$ cat src/rtl/seg_scan_driver.sv
// Multiplexed common-anode 7-segment driver: sequential double-dabble BCD
// conversion into a double-buffered display register, scanned one digit at a time.
module seg_scan_driver #(
    parameter int DIGITS    = 4,
    parameter int BIN_W     = 16,
    parameter int SCAN_DIV  = 18,
    parameter int BLINK_DIV = 24
) (
    input  logic              clk,
    input  logic              clr,
    input  logic [BIN_W-1:0]  data,
    input  logic              load,
    input  logic              blank_lz,
    input  logic [DIGITS-1:0] dp_in,
    input  logic [DIGITS-1:0] blink_en,
    output logic              busy,
    output logic              ovf,
    output logic [6:0]        a_to_g,
    output logic [DIGITS-1:0] an,
    output logic              dp
);

    localparam int BCD_W = 4 * DIGITS;
    localparam int IDX_W = (DIGITS > 1) ? $clog2(DIGITS) : 1;
    localparam int CNT_W = $clog2(BIN_W + 1);

    function automatic logic [31:0] pow10(input int n);
        logic [31:0] r;
        r = 32'd1;
        for (int k = 0; k < n; k++) r = r * 32'd10;
        return r;
    endfunction

    function automatic logic [6:0] seg_decode(input logic [3:0] d);
        case (d)
            4'd0:    seg_decode = 7'b1000000;
            4'd1:    seg_decode = 7'b1111001;
            4'd2:    seg_decode = 7'b0100100;
            4'd3:    seg_decode = 7'b0110000;
            4'd4:    seg_decode = 7'b0011001;
            4'd5:    seg_decode = 7'b0010010;
            4'd6:    seg_decode = 7'b0000010;
            4'd7:    seg_decode = 7'b1111000;
            4'd8:    seg_decode = 7'b0000000;
            4'd9:    seg_decode = 7'b0010000;
            default: seg_decode = 7'b1111111;
        endcase
    endfunction

    localparam logic [31:0]       OVF_LIM  = pow10(DIGITS);
    localparam logic [CNT_W-1:0]  CNT_LAST = CNT_W'(BIN_W - 1);
    localparam logic [IDX_W-1:0]  IDX_LAST = IDX_W'(DIGITS - 1);

    typedef enum logic [1:0] {IDLE, SHIFT, COMMIT} state_t;

    state_t             state_q, state_d;
    logic [BIN_W-1:0]   shift_q, shift_d;
    logic [BCD_W-1:0]   bcd_q, bcd_d, bcd_adj;
    logic [CNT_W-1:0]   cnt_q, cnt_d;
    logic               ovf_n_q, ovf_n_d;
    logic [BCD_W-1:0]   disp_q;
    logic               ovf_q;

    always_comb begin
        state_d = state_q;
        shift_d = shift_q;
        bcd_d   = bcd_q;
        cnt_d   = cnt_q;
        ovf_n_d = ovf_n_q;
        bcd_adj = bcd_q;
        for (int k = 0; k < DIGITS; k++) begin
            if (bcd_q[4*k +: 4] >= 4'd5) bcd_adj[4*k +: 4] = bcd_q[4*k +: 4] + 4'd3;
        end
        case (state_q)
            IDLE: begin
                if (load) begin
                    shift_d = data;
                    bcd_d   = '0;
                    cnt_d   = '0;
                    ovf_n_d = (32'(data) >= OVF_LIM);
                    state_d = SHIFT;
                end
            end
            SHIFT: begin
                // Upper BCD bits fall off the top; ovf_n already flags that case.
                {bcd_d, shift_d} = {bcd_adj, shift_q} << 1;
                cnt_d = cnt_q + 1'b1;
                if (cnt_q == CNT_LAST) state_d = COMMIT;
            end
            COMMIT:  state_d = IDLE;
            default: state_d = IDLE;
        endcase
    end

    always_ff @(posedge clk or posedge clr) begin
        if (clr) state_q <= IDLE;
        else     state_q <= state_d;
    end

    always_ff @(posedge clk) begin
        shift_q <= shift_d;
        bcd_q   <= bcd_d;
        cnt_q   <= cnt_d;
        ovf_n_q <= ovf_n_d;
    end

    always_ff @(posedge clk or posedge clr) begin
        if (clr) begin
            disp_q <= '0;
            ovf_q  <= 1'b0;
        end else if (state_q == COMMIT) begin
            disp_q <= bcd_q;
            ovf_q  <= ovf_n_q;
        end
    end

    assign busy = (state_q != IDLE);
    assign ovf  = ovf_q;

    logic [SCAN_DIV-1:0]  presc_q;
    logic [BLINK_DIV-1:0] blink_q;
    logic [IDX_W-1:0]     idx_q, idx_d;
    logic [6:0]           seg_q, seg_d;
    logic [DIGITS-1:0]    an_q, an_d;
    logic                 dp_q, dp_d;
    logic [3:0]           nib;
    logic                 dp_req, blink_req, blanked, lz, an_on;

    always_comb begin
        idx_d = idx_q;
        if (&presc_q) idx_d = (idx_q == IDX_LAST) ? '0 : idx_q + 1'b1;
    end

    always_comb begin
        nib       = 4'd0;
        dp_req    = 1'b0;
        blink_req = 1'b0;
        blanked   = 1'b0;
        lz        = 1'b1;
        // Walk from the most significant digit so lz means "this and all higher nibbles are zero".
        for (int k = DIGITS - 1; k >= 0; k--) begin
            lz = lz && (disp_q[4*k +: 4] == 4'd0);
            if (idx_q == IDX_W'(k)) begin
                nib       = disp_q[4*k +: 4];
                dp_req    = dp_in[k];
                blink_req = blink_en[k];
                blanked   = blank_lz && (k > 0) && lz && !ovf_q;
            end
        end
        an_on = !blanked && !(blink_req && blink_q[BLINK_DIV-1]);
        an_d  = ~(DIGITS'(an_on) << idx_q);
        seg_d = an_on ? (ovf_q ? 7'b0111111 : seg_decode(nib)) : 7'b1111111;
        dp_d  = an_on ? ~dp_req : 1'b1;
    end

    always_ff @(posedge clk or posedge clr) begin
        if (clr) begin
            presc_q <= '0;
            blink_q <= '0;
            idx_q   <= '0;
            seg_q   <= 7'b1000000;
            an_q    <= ~DIGITS'(1);
            dp_q    <= 1'b1;
        end else begin
            presc_q <= presc_q + 1'b1;
            blink_q <= blink_q + 1'b1;
            idx_q   <= idx_d;
            seg_q   <= seg_d;
            an_q    <= an_d;
            dp_q    <= dp_d;
        end
    end

    assign a_to_g = seg_q;
    assign an     = an_q;
    assign dp     = dp_q;

endmodule

$ cat config.mk
export PLATFORM = sky130hd
export DESIGN_NAME = seg_scan_driver
export DESIGN_NICKNAME = d
export VERILOG_FILES = /design/src/rtl/seg_scan_driver.sv
export SDC_FILE = /design/constraint.sdc
export NUM_CORES = 1
export LEC_CHECK = 0
export CORE_MARGIN = 1
export CORE_UTILIZATION = 40
export DETAILED_ROUTE_END_ITERATION = 6
export PLACE_DENSITY = 0.65
export SETUP_SLACK_MARGIN = 0.1
export SYNTH_ARGS = -nofsm -noshare
export SYNTH_HDL_FRONTEND = slang
export SYNTH_SLANG_ARGS = --single-unit
$ cat constraint.sdc
create_clock -name clk -period 2.3 [get_ports clk]
set_clock_uncertainty 0.05 [all_clocks]
set_input_delay 0.46 -clock clk [delete_from_list [all_inputs] [get_ports clk]]
set_output_delay 0.46 -clock clk [all_outputs]
set_load 0.005 [all_outputs]
==> results of run 1 <==
==> sequential cells by signal (all words and copies together), names as in the netlist, 2 cells and up <==
register / cells
shift_q: 16
cnt_q: 5
presc_q: 18
state_q: 2
a_to_g: 7
blink_q: 24
an: 4
bcd_q: 16
disp_q: 16
idx_q: 2
==> through the flow <==
stage	cells	cell area (µm²)	setup WS, ns	power, mW
2_1_floorplan	489	5400	0.104	4.17
3_3_place_gp	699	6090	0.105	4.64
3_5_place_dp	699	6090	0.0183	4.73
4_1_cts	733	6690	0.104	7.25
5_1_grt	741	6820	0.0652	7.65
6_report	741	6820	0.191	7.19
==> cells by family (layout without fill, tap and decap cells) <==
kind of cell | Yosys count | count (layout) | share of synthesized area [%]
adder cells (fa/ha/maj) | 22 | 22 | 5.12
AO/OA/AOI/OAI | 52 | 52 | 7.49
buffers and inverters | 43 | 123 | 3.23
XOR/XNOR | 47 | 47 | 7.65
flip-flops | 113 | 113 | 56.2
multiplexers | 14 | 14 | 2.82
AND/OR/NAND/NOR | 198 | 198 | 17.4
==> Yosys cell counts (2+ instances only) <==
master / count
a21oi_1: 14
nand3_1: 26
a211oi_2: 2
nor3b_1: 2
mux2_2: 9
nor2b_1: 2
buf_2: 4
nor4_1: 4
a221oi_1: 2
o21ai_1: 4
nor2_1: 37
o21ai_0: 16
mux2i_1: 5
nand3b_1: 5
nor3_1: 5
and2_1: 5
a211oi_1: 2
nand2b_1: 8
a211o_1: 2
xor2_1: 15
nand2_1: 80
nand4_1: 9
clkbuf_1: 10
inv_1: 26
and3_1: 6
dfrtp_1: 70
xnor2_1: 32
edfxtp_1: 38
and4_1: 5
ha_1: 22
a221oi_4: 2
dfstp_2: 5
buf_1: 2
==> power by group through the flow <==
stage	clock [mW]	sequential, mW	combinational, mW
floorplan	0	2.99	1.17
global placement	0	3.05	1.59
detailed placement	0	3.08	1.65
CTS	2.54	3.05	1.67
global route	2.63	3.10	1.92
finish	2.48	3.05	1.66
==> per-layer routing <==
metal / up-vias / global-route usage, % / wire length, µm
li1: 1806 / - / -
met1: 1719 / 19.2 / 4620
met2: 76 / 22.9 / 4390
met3: 11 / 5.33 / 423
met4: 0 / 7.29 / 165
met5: - / 0 / 0
==> what timing repair did <==
action / 4_1_cts / 5_1_grt
pin swaps: 1 / 3
gates resized for setup: 3 / 13
endpoints found under the setup margin: 11 / 9
setup buffers: 2 / 8
hold endpoints to repair: 0 / 0
==> worst max-delay path, delay by kind of cell, from the launching register on <==
kind,cells,cell delay [ns]
fa+ha+maj,2,0.40
compound gates,4,0.74
simple gates,2,0.23
buf+inv,2,0.20
flops,1,0.39
==> worst max-delay path by stage <==
| stage | start | endpoint | slack (ns) | cells past startpoint |
|---|---|---|---|---|
| after floorplan | idx_q[0] | a_to_g[6] | 0.10 | 11 |
| after global placement | idx_q[0] | a_to_g[6] | 0.11 | 10 |
| after global routing | idx_q[0] | a_to_g[5] | 0.07 | 8 |
| final | idx_q[1] | a_to_g[6] | 0.19 | 10 |
| after detailed placement | idx_q[0] | a_to_g[6] | 0.02 | 7 |
| after CTS | idx_q[1] | a_to_g[5] | 0.10 | 7 |
==> area by class of cell <==
type,instances,share of cell area (%)
multi-input cells,333,33.3
flip-flops and latches,113,44.3
inverters,26,1.49
clock inverters,4,0.293
well taps,172,3.15
clock buffers,28,8.20
repair buffers,65,9.21
==> flow_summary_export.csv, run 1 <==
group,metric,value,unit
status,outcome,"finished clean",
timing,min_period,2.11,ns
placement,place.port_buffers,41,
logic_synthesis,ys_seq_area_share,56.2,%
logic_synthesis,synthTopCellsByArea,"dfrtp_1 (33%), edfxtp_1 (21%), nand2_1 (5.6%), xnor2_1 (5.2%), ha_1 (5.1%)",
timing,holdWs,0.336,ns
worst_setup_path,r2r_setup_slack,0.19,ns
timing,setup_viol_count_final,0,
pwr,p_seq_share,42.4,%
layout,syn_to_final_growth,26.8,%
cts,cts_htree_levels,4,
layout,diodes,0,
pwr,internal_power,5.15,mW
global_routing,antenna_found_initial,0,
worst_setup_path,critPathSlowestCell,"dfrtp_1",
timing,fin_crit_sh,91.7,%
global_routing,track_usage,15.1,%
route,postRouteAntennaNets,0,
logic_synthesis,synth_ff_type,"dfrtp_1",
timing,hold_viol,0,
placement,place_hpwl,6580,µm
route,drtIter0Drc,184,
layout,final_common_cell,"nand2_1",
logic_synthesis,yosysWarnings,0,
timing,drv_slew,0,
worst_setup_path,cpPeakStageDelay,0.39,ns
worst_setup_path,reg2regPathDepth,10,
worst_setup_path,rr_startpoint,"idx_q[1]",
global_routing,grt_pass1_vias,3620,
die,ios,42,
cts,cts_tree,"done",
worst_setup_path,critPathMaxFanout,11,
pwr,combPwrFrac,23.1,%
global_routing,grt_max_degree,37,
cts,holdBufCountCts,0,
cts,path_clk_slew,0.05,ns
die,initial_core_util,41.8,%
placement,place.gp.congestion,0.807,
cts,cts.sink_count,113,
logic_synthesis,yosysTopAreaCell,"dfrtp_1",
job,cap_violations,0,
pwr,clkPwrFrac,34.5,%
cts,clk_latency,0.42,ns
logic_synthesis,ys_ff_latch,113,
die,die_h,118,µm
timing,grt_setup_unrepaired,"true",
worst_setup_path,critPathLaunchType,"register",
route,wirelength,9600,µm
cts,numCtsBuffers,17,
global_routing,grt_overflow_total,0,
logic_synthesis,ys_types,46,
pwr,power_density,1050,nW/µm²
pwr,p_sw,2.04,mW
timing,slew_headroom,24.6,%
route,firstDrtPassIters,4,
worst_hold_path,hold_path_class,"primary input to asynchronous set/reset pin",
pwr,power.leakage,2.97,nW
worst_setup_path,cp.required,2.56,ns
layout,final_util,53.0,%
worst_setup_path,worstPathCellList,"buf_4, ha_4, a211o_1, a21oi_4, or2_4, inv_2, ha_1, a21o_1, nand3b_1, o311ai_1",
layout,multi_input_area,2270,µm²
worst_setup_path,worstPathArrival,2.37,ns
timing,tns,0,ns
worst_setup_path,cp-end-kind,"register",
layout,drive_above_1_share,15.8,%
logic_synthesis,synthArstFlopShare,66.4,%
route,post_drt_wl_per_cell,13.0,µm
timing,max_freq,474,MHz
logic_synthesis,synth_top_area_share,32.6,%
global_routing,grt_first_pass_wirelength,16600,µm
logic_synthesis,synth_edf_count,38,
layout,layout_common_cells,"nand2_1 (79), dfrtp_1 (70), clkdlybuf4s50_1 (41), edfxtp_1 (38), nor2_1 (36)",
route,drc,0,
layout,fill_cells,1108,
pwr,swShare,28.4,%
logic_synthesis,synth_fp_nets,539,
die,die_w,118,µm
logic_synthesis,synth_cells,489,
cts,clockBufferDepth,2,
pwr,irDropWorstVdd,577,µV
die,die_area,13900,µm²
logic_synthesis,syn_area_per_cell,11.0,µm²
cts,root_buffer,"clkbuf_16",
route,avgViaCountPerCell,4.87,
timing,tightest_slew,1.13,ns
layout,seq_area,3020,µm²
worst_setup_path,crit_type,"register to register",
layout,nets,606,
worst_setup_path,reg2reg_to,"a_to_g[6]",
route,via_count,3612,
die,core_area,12900,µm²
logic_synthesis,synth_area,5380,µm²
die,num_rows,41,
(Power assumes the default switching activity.)
==> run 2: changes to the inputs <==
--- a/config.mk
+++ b/config.mk
@@ -5,10 +5,11 @@
 export SDC_FILE = /design/constraint.sdc
 export NUM_CORES = 1
 export LEC_CHECK = 0
-export CORE_MARGIN = 1
-export CORE_UTILIZATION = 40
+export CORE_MARGIN = 1.5
+export CORE_UTILIZATION = 45
+export CTS_CLUSTER_SIZE = 12
 export DETAILED_ROUTE_END_ITERATION = 6
-export PLACE_DENSITY = 0.65
+export PLACE_DENSITY = 0.72
 export SETUP_SLACK_MARGIN = 0.1
 export SYNTH_ARGS = -nofsm -noshare
 export SYNTH_HDL_FRONTEND = slang
==> run 2 against run 1 <==
  * Final cell count decreased by 4.6%
  * Die area decreased by 9.3%
  * Power increased by 0.91%
  * First-iteration DRC count is 27% higher
  * Core utilization up 5.9 points
  * Global-route usage increased by 2.1 points
  * Hold slack better by 0.061 ns
  * Final area fell by 0.57%
  * Combinational power barely moved
  * Count of clock-buffer cells in the layout shrank 5
  * Sequential power is essentially flat
  * Critical path depth is 3 lower
==> flow_summary_export.csv, run 2 (same netlist as run 1, synthesis figures left out) <==
group,metric,value,unit
status,outcome,"finished clean",
global_routing,track_usage,17.3,%
placement,place_area,6010,µm²
worst_setup_path,crit_type,"register to register",
route,post_drt_wl_per_cell,14.3,µm
layout,nets,601,
layout,final_util,58.9,%
die,die_h,112,µm
route,avgViaCountPerCell,5.27,
cts,cts_tree,"done",
cts,clk_latency,0.42,ns
timing,hold_viol,0,
global_routing,antenna_found_initial,0,
pwr,irDropWorstVdd,728,µV
timing,tightest_slew,1.17,ns
timing,setup_viol_count_final,0,
route,drtIter0Drc,234,
layout,top_register,"blink_q",
placement,place.gp.congestion,0.790,
timing,tns,0,ns
worst_setup_path,cp.required,2.50,ns
pwr,p_total,7.26,mW
timing,grt_setup_unrepaired,"true",
layout,final_common_cell,"nand2_1",
route,firstDrtPassIters,7,
timing,slew_headroom,22.1,%
die,ios,42,
pwr,power.leakage,2.95,nW
route,drc,0,
global_routing,grt_max_degree,76,
layout,biggestRegsByFlops,"blink_q (24), presc_q (18)",
cts,clockBufferDepth,2,
worst_setup_path,worstPathArrival,2.41,ns
worst_setup_path,critPathLaunchType,"register",
global_routing,grt_pass1_vias,3755,
cts,cts.sink_count,113,
cts,cts_htree_levels,4,
cts,root_buffer,"clkbuf_16",
layout,largest_register_ff_count,24,
timing,min_period,2.21,ns
worst_setup_path,cp-end-kind,"register",
die,die_area,12600,µm²
route,top_layer_used,"met4",
die,die_w,112,µm
worst_setup_path,critPathMaxFanout,9,
pwr,power_density,1070,nW/µm²
worst_hold_path,hold_path_class,"register to register",
layout,layout_common_cells,"nand2_1 (79), dfrtp_1 (68), clkdlybuf4s50_1 (41), edfxtp_1 (38), nor2_1 (37)",
cts,numCtsBuffers,17,
cts,holdBufCountCts,0,
die,num_rows,39,
route,postRouteAntennaNets,0,
route,wirelength,10100,µm
die,initial_core_util,46.7,%
global_routing,grt_first_pass_wirelength,17300,µm
placement,place_hpwl,6460,µm
layout,fin_area,6780,µm²
timing,max_freq,453,MHz
cts,path_clk_slew,0.05,ns
layout,diodes,0,
die,core_area,11500,µm²
layout,syn_to_final_growth,26.1,%
route,wl_met3,433,µm
placement,place.port_buffers,41,
route,via_count,3729,
global_routing,grt_overflow_total,0,
route,dr_wl_met2,4850,µm
job,cap_violations,0,
timing,fin_crit_sh,96.0,%
timing,drv_slew,0,
layout,drive_above_1_share,16.1,%
route,wl_met1,4670,µm
run 2: cell count changes in the layout (fill, tap and decap cells not counted), sizes merged:
cell / before / now
bufinv: 0 / 1
clkinv: 4 / 6
buf: 24 / 19
inv: 25 / 27
clkbuf: 28 / 23
run 2: worst paths after layout:
check | from | to | slack, ns | cells past startpoint
min in group asynchronous | clr | blink_q[17] | 0.47 | 3
max | idx_q[0] | a_to_g[0] | 0.09 | 7
max in group asynchronous | clr | a_to_g[6] | 1.40 | 3
max reg2reg | idx_q[0] | a_to_g[0] | 0.09 | 7
min | blink_q[0] | blink_q[0] | 0.40 | 1
min reg2reg | blink_q[0] | blink_q[0] | 0.40 | 1
run 2: what timing repair did:
action,in CTS,in global routing
gates resized for setup,12,15
pin swaps,1,7
setup buffers,3,6
endpoints found under the setup margin,11,7
run 2: per-stage QoR:
stage / setup WS [ns] / std cells / hold slack (ns)
finish: 0.0909 / 707 / 0.398
global route: 0.0258 / 707 / 0.432
CTS: 0.123 / 701 / 0.406
detailed placement: -0.0586 / 666 / 0.387
global placement: 0.0478 / 666 / 0.379
floorplan: 0.104 / 489 / 0.364
run 2: critical path: stages (launching register included):
cell	delay [ns]
dfrtp_2	0.44
buf_4	0.16
ha_4	0.20
a211o_1	0.28
a21oi_4	0.18
o21bai_4	0.11
a2111oi_4	0.45
o21ai_1	0.16
run 2: per-layer routing:
layer  up-vias  GRT usage [%]
li1       1793              -
met1      1823           21.4
met2        92           28.3
met3        21           5.56
met4         0           6.75
met5         -              0
run 2: final cells by class:
class                   count  area [µm²]
clock inverters             9        72.6
fillers                   922        4730
well taps                 143         179
inverters                  26         106
multi-input cells         333        2290
repair buffers             60         589
clock buffers              23         520
flip-flops and latches    113        3030
run 2: where the power goes:
group / internal, mW / total, mW / switching (mW) / leakage, nW
Combinational: 0.727 / 1.64 / 0.914 / 1.30
Sequential: 2.76 / 3.05 / 0.290 / 1.35
Clock: 1.69 / 2.57 / 0.882 / 0.303
Total: 5.18 / 7.26 / 2.08 / 2.95
==> run 3: changes to the inputs <==
--- a/config.mk
+++ b/config.mk
@@ -6,10 +6,10 @@
 export NUM_CORES = 1
 export LEC_CHECK = 0
 export CORE_MARGIN = 1.5
-export CORE_UTILIZATION = 45
+export CORE_UTILIZATION = 53
 export CTS_CLUSTER_SIZE = 12
 export DETAILED_ROUTE_END_ITERATION = 6
-export PLACE_DENSITY = 0.72
+export PLACE_DENSITY = 0.81
 export SETUP_SLACK_MARGIN = 0.1
 export SYNTH_ARGS = -nofsm -noshare
 export SYNTH_HDL_FRONTEND = slang
==> run 3 against run 2 <==
  * First-iteration DRC count decreased by 27%
  * Wire length up 3.4%
  * Via count is 0.88% higher
  * Sequential share of layout area is 0.19 points higher
  * Die area decreased by 15%
  * Clock power about the same
  * Final cell count down 1.3%
  * Final area decreased by 0.50%
  * Critical path type unchanged
  * Largest cell class unchanged
==> flow_summary_export.csv, run 3 (same netlist as run 1, synthesis figures left out) <==
group,metric,value,unit
placement,place_inst,659,
layout,fin_area,6750,µm²
cts,holdBufCountCts,0,
die,core_area,9820,µm²
placement,dp_worst_setup_slack,-0.0169,ns
route,post_drt_wl_per_cell,15.0,µm
worst_setup_path,crit_type,"register to register",
worst_setup_path,cpPeakStageDelay,0.40,ns
job,cap_violations,0,
cts,clk_latency,0.52,ns
layout,syn_to_final_growth,25.5,%
route,drc,0,
die,initial_core_util,54.8,%
status,outcome,"finished clean",
cts,path_clk_slew,0.06,ns
die,num_rows,36,
worst_setup_path,worstPathCellList,"buf_6, ha_4, a211o_1, a21oi_4, or2_4, inv_1, ha_1, a21o_1, nand3b_1, o311ai_1",
timing,min_period,2.21,ns
pwr,swShare,28.4,%
die,die_h,104,µm
worst_setup_path,critPathBufInv,2,
layout,final_common_cell,"nand2_1",
layout,layout_common_cells,"nand2_1 (79), dfrtp_1 (70), clkdlybuf4s50_1 (41), edfxtp_1 (38), nor2_1 (36)",
layout,drive_above_1_share,15.0,%
die,die_w,104,µm
global_routing,grt_pass1_vias,3833,
placement,place_hpwl,6510,µm
route,avgViaCountPerCell,5.39,
cts,numCtsBuffers,17,
worst_setup_path,critPathLaunchType,"register",
timing,tightest_slew,1.04,ns
layout,fin_cells,698,
layout,final_util,68.7,%
timing,slew_headroom,30.5,%
layout,top_register,"blink_q",
timing,fin_crit_sh,96.2,%
route,wirelength,10500,µm
global_routing,track_usage,21.0,%
layout,nets,602,
timing,holdWs,0.311,ns
cts,cts_htree_levels,4,
worst_setup_path,cp_top_family,"compound AO/OA/AOI/OAI gates",
worst_hold_path,hold_path_class,"primary input to asynchronous set/reset pin",
pwr,combPwrFrac,23.0,%
timing,grt_setup_unrepaired,"true",
cts,cts.sink_count,113,
pwr,clkPwrFrac,35.1,%
worst_setup_path,reg2regPathDepth,10,
pwr,power.leakage,2.95,nW
worst_setup_path,crit_cells,10,
pwr,internal_power,5.23,mW
cts,cts_tree,"done",
global_routing,grt_first_pass_wirelength,17800,µm
placement,place.gp.congestion,0.842,
route,firstDrtPassIters,5,
pwr,irDropWorstVdd,567,µV
die,die_area,10800,µm²
timing,tns,0,ns
worst_setup_path,cp-end-kind,"register",
worst_setup_path,r2r_setup_slack,0.09,ns
layout,biggestRegsByFlops,"blink_q (24), presc_q (18)",
route,postRouteAntennaNets,0,
global_routing,antenna_found_initial,0,
route,drtIter0Drc,170,
layout,diodes,0,
pwr,p_total,7.31,mW
timing,drv_slew,0,
route,via_count,3762,
pwr,power_density,1080,nW/µm²
placement,place.port_buffers,41,
global_routing,grt_overflow_total,0,
die,ios,42,
timing,finalWorstSetupSlack,0.0875,ns
global_routing,grt_max_degree,30,
pwr,p_seq_share,41.9,%
pwr,p_sw,2.08,mW
timing,setup_viol_count_final,0,
worst_setup_path,critPathSlowestCell,"dfrtp_1",
timing,hold_viol,0,
cts,clockBufferDepth,2,
worst_setup_path,critPathMaxFanout,12,
timing,max_freq,452,MHz
worst_setup_path,worstPathArrival,2.58,ns
placement,place_area,6030,µm²
layout,largest_register_ff_count,24,
cts,root_buffer,"clkbuf_8",
worst_setup_path,cp.required,2.67,ns
## run 3: changes by cell type in the layout (fill, tap and decap cells not counted), moves of 2 or more
| cell | delta |
|---|---|
| clkbuf_1 | +4 |
| inv_4 | -4 |
| clkinv_2 | -3 |
| clkbuf_16 | -2 |
| clkbuf_8 | +2 |
| dfrtp_1 | +2 |
| dfrtp_2 | -2 |
## run 3: per-layer routing
metal	global-route usage, %	vias to the layer above	wire length, µm
met3	5.03	17	412
met4	9.72	0	186
met2	34.4	94	5270
met1	26.4	1855	4610
met5	0	-	0
li1	-	1796	-
## run 3: cell type report
type / count / area [µm²]
Tap cell: 133 / 166
Sequential cell: 113 / 3020
Fill cell: 706 / 3070
Multi-Input combinational cell: 333 / 2270
Inverter: 26 / 101
Clock inverter: 5 / 75.1
Timing Repair Buffer: 61 / 602
Clock buffer: 27 / 513
## run 3: timing repair
| action | in CTS | in global routing |
|---|---|---|
| pin swaps | 2 | 5 |
| endpoints found under the setup margin | 12 | 12 |
| gates resized for setup | 5 | 12 |
| cloned | 0 | 0 |
| buffers inserted | 5 | 2 |
## run 3: path summary, 6_finish.rpt
kind,from,endpoint
setup / recovery,idx_q[0],a_to_g[6]
hold / removal,clr,presc_q[16]
setup reg to reg,idx_q[0],a_to_g[6]
hold reg to reg,blink_q[13],blink_q[13]
max in group asynchronous,clr,blink_q[3]
min in group clk,blink_q[13],blink_q[13]
## run 3: worst register-to-register path, cell delays in order (launching register included)
cell      delay, ns
dfrtp_1        0.40
buf_6          0.14
ha_4           0.20
a211o_1        0.33
a21oi_4        0.17
or2_4          0.16
inv_1          0.08
ha_1           0.21
a21o_1         0.17
nand3b_1       0.09
o311ai_1       0.11
## run 3: power by group through the flow
stage,clock (mW),combinational [mW],sequential (mW)
after CTS,2.59,1.68,3.05
after floorplan,0,1.17,2.99
after global placement,0,1.56,3.04
after detailed placement,0,1.65,3.07
final,2.56,1.68,3.06
after global routing,2.70,1.92,3.12
